[src/rtl/adc_serial_reader.sv]
// Initiator for an ADC0831-style serial ADC: frames one conversion per trigger
// (start pulse or auto interval) and holds the last good result on a parallel bus.
module adc_serial_reader #(
  parameter int DIV      = 4,
  parameter int WIDTH    = 8,
  parameter int INTERVAL = 200
) (
  input  logic             clk,
  input  logic             reset,
  input  logic             enable,
  input  logic             start,
  input  logic             adc_dout,
  output logic             adc_cs_n,
  output logic             adc_sclk,
  output logic [WIDTH-1:0] adc,
  output logic             valid,
  output logic             busy,
  output logic             frame_err
);

  localparam int DW     = (DIV > 1) ? $clog2(DIV) : 1;
  localparam int HALVES = 2 * (WIDTH + 2);
  localparam int HW     = $clog2(HALVES);
  localparam int IW     = (INTERVAL > 1) ? $clog2(INTERVAL) : 1;
  localparam logic [DW-1:0] DIV_LAST  = DW'(DIV - 1);
  localparam logic [HW-1:0] HALF_LAST = HW'(HALVES - 1);
  localparam logic [IW-1:0] IVAL_LAST = IW'((INTERVAL > 0) ? INTERVAL - 1 : 0);
  localparam bit            AUTO      = (INTERVAL > 0);

  typedef enum logic [1:0] {IDLE, FRAME, DONE, RECOVER} state_e;

  state_e           state_q;
  logic [DW-1:0]    div_q;
  logic [HW-1:0]    half_q;
  logic [IW-1:0]    ival_q, ival_d;
  logic [WIDTH-1:0] shift_q, adc_q;
  logic             null_q, cs_n_q, sclk_q, valid_q, busy_q, err_q;
  logic             trig;

  assign trig = (state_q == IDLE) && enable && (start || (AUTO && (ival_q == IVAL_LAST)));

  // Interval counter: saturating, cleared on frame start, parked at 0 while disabled.
  always_comb begin
    ival_d = ival_q;
    if (!enable || trig)                   ival_d = '0;
    else if (AUTO && ival_q != IVAL_LAST)  ival_d = ival_q + IW'(1);
  end

  always_ff @(posedge clk or negedge reset) begin
    if (!reset) begin
      state_q <= IDLE;
      div_q   <= '0;
      half_q  <= '0;
      ival_q  <= '0;
      shift_q <= '0;
      adc_q   <= '0;
      null_q  <= 1'b0;
      cs_n_q  <= 1'b1;
      sclk_q  <= 1'b0;
      valid_q <= 1'b0;
      busy_q  <= 1'b0;
      err_q   <= 1'b0;
    end else begin
      ival_q  <= ival_d;
      valid_q <= 1'b0;
      case (state_q)
        IDLE: if (trig) begin
          state_q <= FRAME;
          cs_n_q  <= 1'b0;
          sclk_q  <= 1'b0;
          busy_q  <= 1'b1;
          div_q   <= '0;
          half_q  <= '0;
        end
        FRAME: if (div_q == DIV_LAST) begin
          div_q <= '0;
          if (half_q == HALF_LAST) begin
            state_q <= DONE;
            cs_n_q  <= 1'b1;
            sclk_q  <= 1'b0;
            if (null_q) err_q <= 1'b1;
            else begin
              adc_q   <= shift_q;
              valid_q <= 1'b1;
              err_q   <= 1'b0;
            end
          end else begin
            half_q <= half_q + HW'(1);
            sclk_q <= ~sclk_q;
            // Sample on the rising half: edge 1 is mux settle, edge 2 the null bit.
            if (!sclk_q) begin
              if (half_q == HW'(2))       null_q  <= adc_dout;
              else if (half_q >= HW'(4))  shift_q <= {shift_q[WIDTH-2:0], adc_dout};
            end
          end
        end else begin
          div_q <= div_q + DW'(1);
        end
        DONE: begin
          state_q <= RECOVER;
          div_q   <= '0;
        end
        RECOVER: if (div_q == DIV_LAST) begin
          state_q <= IDLE;
          busy_q  <= 1'b0;
        end else begin
          div_q <= div_q + DW'(1);
        end
        default: state_q <= IDLE;
      endcase
    end
  end

  assign adc_cs_n  = cs_n_q;
  assign adc_sclk  = sclk_q;
  assign adc       = adc_q;
  assign valid     = valid_q;
  assign busy      = busy_q;
  assign frame_err = err_q;

endmodule

[config.mk]
export PLATFORM = sky130hd
export DESIGN_NAME = adc_serial_reader
export DESIGN_NICKNAME = d
export VERILOG_FILES = /design/src/rtl/adc_serial_reader.sv
export SDC_FILE = /design/constraint.sdc
export NUM_CORES = 1
export LEC_CHECK = 0
export ABC_CLOCK_PERIOD_IN_PS = 4300
export BUFFER_PORTS_ARGS = -buffer_cell sky130_fd_sc_hd__buf_2
export CORE_MARGIN = 4
export CORE_UTILIZATION = 45
export DETAILED_ROUTE_END_ITERATION = 10
export MAX_ROUTING_LAYER = met4
export PLACE_DENSITY = 0.68
export SETUP_SLACK_MARGIN = 0.15
export SYNTH_ARGS = -nofsm -noshare
export SYNTH_HDL_FRONTEND = slang
export SYNTH_SLANG_ARGS = --single-unit
export TNS_END_PERCENT = 20
[constraint.sdc]
create_clock -name clk -period 4.3 [get_ports clk]
set_input_delay 0.43 -clock clk [delete_from_list [all_inputs] [get_ports clk]]
set_output_delay 0.43 -clock clk [all_outputs]
set_load 0.05 [all_outputs]
**Yosys cells after proc, flatten, opt, wreduce, memory -nomap -nowiden**

Index checks and enable logic that the tools add are counted.

- Register bits after elaboration: 39
- Logic and storage cells: 83

- $add $sub $neg: 3
- Order comparisons: 1
- Equality and inequality tests: 14
- Multiplexer cells: 30
- Bitwise logic cells: 4
- Reduce and logical (&&, ||, !) cells: 19

Operator list:

| kind | count |
|---|---|
| $mux W8 | 2 |
| $pmux W2 S4 | 2 |
| $reduce_and A4 Y1 | 4 |
| $mux W5 | 3 |
| $mux W2 | 7 |
| $mux W1 | 12 |
| $ne A2 B2 Y1 const B | 6 |
| $pmux W5 S2 | 1 |
| $reduce_and A3 Y1 | 3 |
| $add A8 B1 Y8 const B | 1 |
| $eq A8 B8 Y1 const B | 1 |
| $ne A8 B8 Y1 const B | 1 |
| $eq A2 B2 Y1 const B | 3 |
| $pmux W1 S2 | 3 |
| $reduce_and A6 Y1 | 1 |
| $reduce_bool A2 Y1 | 3 |
| $add A5 B1 Y5 const B | 1 |
| $eq A5 B2 Y1 const B | 1 |
| $eq A5 B5 Y1 const B | 1 |
| $ge A5 B3 Y1 const B | 1 |
| $reduce_and A5 Y1 | 1 |
| $not A1 Y1 | 4 |
| $add A2 B1 Y2 const B | 1 |
| $eq A2 B1 Y1 const B | 1 |
| 5 further kinds | 7 |

**Depth between registers and ports, before layout**

Gate-level depths: netlist of the first run.

- Word-level depth: 5
- Depth in mapped cells: 6

**Least setup slack after synthesis of the first run**

No wires, ideal clock.

- Path type: register to register
- Start point: register half_q[0]
- End point: register shift_q[0]
- Arrival: 1744 ps
- Data required time: 4175 ps
- Setup slack: 2431 ps
- Cell stages (with the launch flop): 5
- Period minus slack after synthesis: 1869 ps
- Cells stage by stage: dfrtp_1 > ha_1 > and4bb_4 > nor4_4 > mux2_2

- Longest elaborated chain between the ends: 3

Ends and longest elaborated chain:

| item | line | RTL |
|---|---|---|
| from (decl) | 34 | `logic [HW-1:0] half_q;` |
| from (signal assigned) | 88 | `half_q <= half_q + HW'(1);` |
| parallel branches: the longest is 2 deep, another holds $ge A5 B3 Y1 | -- |  |
| $reduce_and A6 Y1 (no source line) * | -- |  |
| to (signal assigned) | 93 | `else if (half_q >= HW'(4)) shift_q <= {shift_q[WIDTH-2:0], adc_dout};` |
| to (decl) | 36 | `logic [WIDTH-1:0] shift_q, adc_q;` |

Every way passes the cells marked *.
A chain may end at the register's enable or synchronous reset.

**Worst setup path in the final report of the first run**

- Start point: register state_q[1]
- End point: register adc_q[4] (netlist: adc[4])

- Longest elaborated chain between the ends: 2

Ends and longest elaborated chain:

| item | line | RTL |
|---|---|---|
| from (decl) | 32 | `state_e state_q;` |
| from (signal assigned) | 51 | `state_q <= IDLE;` |
| from (signal assigned) | 68 | `state_q <= FRAME;` |
| from (signal assigned) | 78 | `state_q <= DONE;` |
| $eq A2 B1 Y1 | 66 | `case (state_q)` |
| $reduce_and A4 Y1 (no source line) | -- |  |
| to (signal assigned) | 83 | `adc_q <= shift_q;` |
| to (decl) | 36 |  |

No other way between the ends.

==> results of run 1 <==
-- final timing paths --
| kind | start | to | slack (ns) | cells after the start |
|---|---|---|---|---|
| min in group clk | adc_dout | null_q | 0.40 | 2 |
| worst max-delay path | state_q[1] | adc[4] | 1.90 | 5 |
| worst min-delay path | reset | ival_q[4] | 0.24 | 1 |
| worst max register to register | state_q[1] | adc[4] | 1.90 | 5 |
| max in group asynchronous | reset | shift_q[2] | 3.53 | 1 |
| worst min register to register | adc[7] | adc[7] | 0.50 | 1 |
-- per-stage QoR --
stage | total power [mW] | setup slack [ns] | utilization
6_report | 0.636 | 1.90 | 0.529
4_1_cts | 0.643 | 1.86 | 0.529
3_5_place_dp | 0.404 | 1.89 | 0.508
3_3_place_gp | 0.403 | 1.97 | 0.508
5_1_grt | 0.662 | 1.66 | 0.529
2_1_floorplan | 0.391 | 2.43 | -
-- cells in the mapped netlist --
library cell and n:
a21o_2 1, a41oi_1 1, o31ai_1 1, a211oi_1 1, dfstp_2 1, mux2i_1 2
o2111ai_1 1, clkbuf_1 2, o21ai_0 3, nand2_1 9, o211ai_1 2, xnor2_1 2
dfrtp_1 38, a21oi_1 2, ha_1 10, nor3_1 2, nor3_2 1, a22o_1 2
inv_1 7, a31oi_1 1, and3_2 1, and4b_1 1, a32o_1 1, xor2_1 4
o22a_1 1, or4b_1 2, a21o_1 2, nand3b_1 1, nor4_4 1, mux2_2 20
nor2b_1 3, and3_1 2, o32ai_1 1, nor2_1 14, a41o_1 1, and2_1 1
nand4bb_4 1, nand3_1 14, o21ai_1 2, and4bb_4 1, a21bo_2 1
-- registers in the layout, summed over array words and instances, names as in the netlist --
register	flops
valid	1
frame_err	1
busy	1
null_q	1
adc_cs_n	1
adc_sclk	1
state_q	2
div_q	2
half_q	5
ival_q	8
shift_q	8
adc	8
-- final cells by class --
class                      instances  area, um2  area share
sequential                        39        977       0.452
multi-input combinational        116        925       0.428
timing repair buffer              17       85.1      0.0394
clock buffer                       6       72.6      0.0336
tap                               50       62.6      0.0290
inverter                           7       26.3      0.0122
clock inverter                     2       12.5     0.00579
-- worst register-to-register path, delay by kind of cell (launching register included) --
family	cells	cell delay (ns)
adder cells (fa/ha/maj)	1	0.48
buffers and inverters	1	0.12
flip-flops	1	0.42
multiplexers	1	0.41
AND/OR/NAND/NOR	2	0.88
-- cells by family after synthesis --
kind of cell	after synthesis
compound gates	24
buf+inv	9
mux	22
xor+xnor	6
flops	39
simple gates	54
fa+ha+maj	10
-- per-layer routing --
layer	vias up	track usage
met5	-	-
met4	0	0.0483
met3	5	0.0410
met2	19	0.238
met1	647	0.177
li1	634	-
-- power by group through the flow --
stage | Combinational, mW | Sequential, mW | Clock, mW
after floorplan | 0.00877 | 0.383 | 0
after global placement | 0.0191 | 0.384 | 0
after detailed placement | 0.0199 | 0.384 | 0
after CTS | 0.0200 | 0.377 | 0.246
after global routing | 0.0227 | 0.377 | 0.262
final | 0.0191 | 0.377 | 0.241
==> results.cfg, run 1 <==
[timing]
rsz0062_at_grt = false
worst_pin_slew_ns = 0.845
final-setup-viol-count = 0
whs_ns = 0.242
fmax_mhz = 416
hold_viol = 0
period_share = 0.559
slew_headroom = 0.437
drv_slew = 0
skew_ns = 0.00610
fin_tns_setup_ns = 0
min_period_ns = 2.40

[placed_design]
dpl.hpwl_mm = 2.44
io_buffers = 17
postPlaceCellArea_mm2 = 0.00208
place.gp.congestion = 0.825
placed_cells = 229

[final_layout]
stdcell_count = 237
nets = 201
final_common_cell = dfrtp_1
area_delta_synth_final_pct = 11.6
num-fill-cells = 366
final_area_mm2 = 0.00216
final_layout_size_suffix_gt1_frac = 0.278
num_antenna_cells = 0
mostFrequentLayoutCells = 38 x dfrtp_1, 20 x mux2_2, 17 x buf_2

[setup_path]
path_cells = inv_1, ha_1, nand2_1, nor3_2, mux2_2
cp.buffers_inverters = 1
crit_path_top_delay_cell = nor3_2
cpPeakStageDelay_ns = 0.58
crit_family = simple AND/OR/NAND/NOR gates
crit_required_ns = 4.48
start_kind = register
arrival_ns = 2.58
critPathCaptureType = register
critPathKind = reg -> reg
crit_fanout = 16

[synthesis]
synth_fa_ha_area_frac = 0.0646
ys_types = 41
synth_top_area_cell = dfrtp_1
synth_area_mm2 = 0.00194
synth.area.mux_share = 0.127
synth-compound-area-share = 0.0918
synth_xor_area_frac = 0.0271
yosys_register_bits = 39
syn-mean-instance-area_um2 = 11.8
syn_nets = 179
synth_top_area_frac = 0.491
seq_area_frac_synth = 0.505
yosysWarnings = 0
synthSimpleGateAreaFrac = 0.167
synthCells = 164
yosys-top-cells-area = dfrtp_1 49%, mux2_2 12%, ha_1 6.5%
synth_top_family_by_area = simple AND/OR/NAND/NOR gates

[drt]
via_count = 1305
highest_layer = met4
drt-met1-wl_mm = 1.61
drc_errors = 0
via_per_inst = 5.51
route.met2.wl_mm = 1.60
dr.pass1.iters = 4
route.met3.wl_um = 134
wl_mm = 3.39
drtAntennaViolNets = 0
routedWlPerCell_um = 14.3
drt-initial-drc-count = 28

[grt]
grt_max_degree = 40
first_global_vias = 1336
grt.overflow.total = 0
antenna_found_initial = 0
grt_pass1_wl_mm = 5.98
globalRouteTotalUtil = 0.147

[clock_tree]
cts_tree = built
cts_hold_buffers = 0
clk_root_buffer_cell = clkbuf_8
cts_buffers = 5
cts-htree-levels = 2
cts_repair_resize_count = 0
clkLatencyLatePin_ns = 0.29
clk_path_buf_depth = 2
clk_pin_slew_ns = 0.08
cts_setup_buffers = 0
cts_sinks = 39

[power_and_ir_drop]
pwr-share-comb = 0.030
p_int_mw = 0.492
p_per_area_mw_per_mm2 = 294
p_sw_mw = 0.145
power_frac_seq = 0.592
swShare = 0.227
total_leakage_power_nw = 1.03
p_clk_frac = 0.378
ir_worst_vdd_uv = 171

[flow_run]
cap_violations = 0

[floorplan]
die_area_mm2 = 0.00541
num_rows = 23
fp.dieH_um = 73.6
fp.coreArea_mm2 = 0.00409
io_pins = 18
start_util = 0.474
die_w_um = 73.6

[hold_path]
hold_path.class = in -> async

[status]
run_status = complete, no violations
No activity file was read; power rests on OpenSTA's default activity.
==> run 2: changes to the inputs <==
--- a/config.mk
+++ b/config.mk
@@ -5,7 +5,7 @@
 export SDC_FILE = /design/constraint.sdc
 export NUM_CORES = 1
 export LEC_CHECK = 0
-export ABC_CLOCK_PERIOD_IN_PS = 4300
+export ABC_CLOCK_PERIOD_IN_PS = 2400
 export BUFFER_PORTS_ARGS = -buffer_cell sky130_fd_sc_hd__buf_2
 export CORE_MARGIN = 4
 export CORE_UTILIZATION = 45
==> constraint.sdc (replaced) <==
create_clock -name clk -period 2.4 [get_ports clk]
set_input_delay 0.24 -clock clk [delete_from_list [all_inputs] [get_ports clk]]
set_output_delay 0.24 -clock clk [all_outputs]
set_load 0.05 [all_outputs]
==> results.cfg, run 2 (synthesized netlist as in run 1, its figures left out) <==
[placed_design]
io_buffers = 17
dp_slack_ns = 0.384
place.gp.congestion = 0.892
placed_cells = 232
dpl.hpwl_mm = 2.65
postPlaceCellArea_mm2 = 0.00210

[clock_tree]
cts-htree-levels = 2
cts_buffers = 5
clk_pin_slew_ns = 0.08
cts_hold_buffers = 0
cts_sinks = 39
clk_path_buf_depth = 2
cts_setup_buffers = 0
cts_tree = built
cts_repair_resize_count = 0
clkLatencyLatePin_ns = 0.29
clk_root_buffer_cell = clkbuf_8

[floorplan]
io_pins = 18
die_w_um = 73.6
fp.coreArea_mm2 = 0.00409
num_rows = 23
fp.dieH_um = 73.6
die_area_mm2 = 0.00541
start_util = 0.474

[timing]
worst_slack_ns = 0.374
fmax_mhz = 494
period_share = 0.844
final-setup-viol-count = 0
slew_headroom = 0.448
min_period_ns = 2.03
whs_ns = 0.0284
worst_pin_slew_ns = 0.827
hold_viol = 0
rsz0062_at_grt = false
drv_slew = 0
skew_ns = 0.00686
fin_tns_setup_ns = 0

[final_layout]
final_layout_size_suffix_gt1_frac = 0.295
mostFrequentLayoutCells = 38 x dfrtp_1, 20 x mux2_2, 17 x buf_2
seqCellArea_um2 = 977
nets = 204
area_delta_synth_final_pct = 14.2
fin_util = 0.541
final_area_mm2 = 0.00221
stdcell_count = 240
final_common_cell = dfrtp_1
num-fill-cells = 363
num_antenna_cells = 0
multi_input_area_um2 = 925

[grt]
globalRoute.busiestLayer = met2
grtUsageMet3 = 0.0328
globalRouteTotalUtil = 0.160
grt_pass1_wl_mm = 6.37
antenna_found_initial = 0
grt.overflow.total = 0
grt_max_degree = 40
grt_use_met1 = 0.181
grt_util_met2 = 0.270
first_global_vias = 1434

[power_and_ir_drop]
total_power_mw = 1.25
ir_worst_vdd_uv = 397
p_per_area_mw_per_mm2 = 567
total_leakage_power_nw = 1.06

[setup_path]
crit_fanout = 8
cpPeakStageDelay_ns = 0.51
crit_required_ns = 2.58
cp.buffers_inverters = 0
start_kind = register
r2r-start = half_q[0]
crit_path_top_delay_cell = nor4_4
crit_path_start = half_q[0]
critPathCaptureType = register
arrival_ns = 2.21
crit_family = simple AND/OR/NAND/NOR gates
critPathKind = reg -> reg
path_cells = ha_1, and4bb_4, nor4_4, mux2_2

[drt]
routedWlPerCell_um = 14.9
wl_mm = 3.57
dr.pass1.iters = 4
via_per_inst = 5.68
via_count = 1362
drtAntennaViolNets = 0
drc_errors = 0
drt-initial-drc-count = 42

[hold_path]
hold_path.class = in -> async

[flow_run]
cap_violations = 0

[status]
run_status = complete, no violations
[run 2: final cells by class]
| type | instances | share of cell area |
|---|---|---|
| clock buffer | 5 | 0.0311 |
| timing repair buffer | 20 | 0.0487 |
| sequential | 39 | 0.442 |
| clock inverter | 3 | 0.0198 |
| tap | 50 | 0.0283 |
| inverter | 7 | 0.0119 |
| multi-input combinational | 116 | 0.418 |
[run 2: per-layer routing]
metal / routed length, um / share of wire
met4: 70 / 0.020
met2: 1840 / 0.51
met1: 1570 / 0.44
met3: 93 / 0.026
met5: 0 / 0
[run 2: path summary, 6_finish.rpt]
kind / to / slack (ns) / depth (start not counted)
worst max-delay path: shift_q[6] / 0.37 / 4
worst min-delay path: ival_q[3] / 0.03 / 1
worst max register to register: shift_q[6] / 0.37 / 4
worst min register to register: adc[2] / 0.50 / 1
max in group asynchronous: shift_q[0] / 1.84 / 1
min in group clk: shift_q[0] / 0.20 / 2
[run 2: worst reg2reg max path, cell delays in order, from the launching register on]
cell,delay [ns]
dfrtp_1,0.44
ha_1,0.30
and4bb_4,0.26
nor4_4,0.51
mux2_2,0.40
[run 2: report_power, final]
part	switching (mW)	total [mW]	leakage, nW	internal [mW]
registers	0.00880	0.675	0.505	0.666
logic	0.0224	0.0343	0.496	0.0119
clock network	0.234	0.544	0.0581	0.309
total	0.265	1.25	1.06	0.987
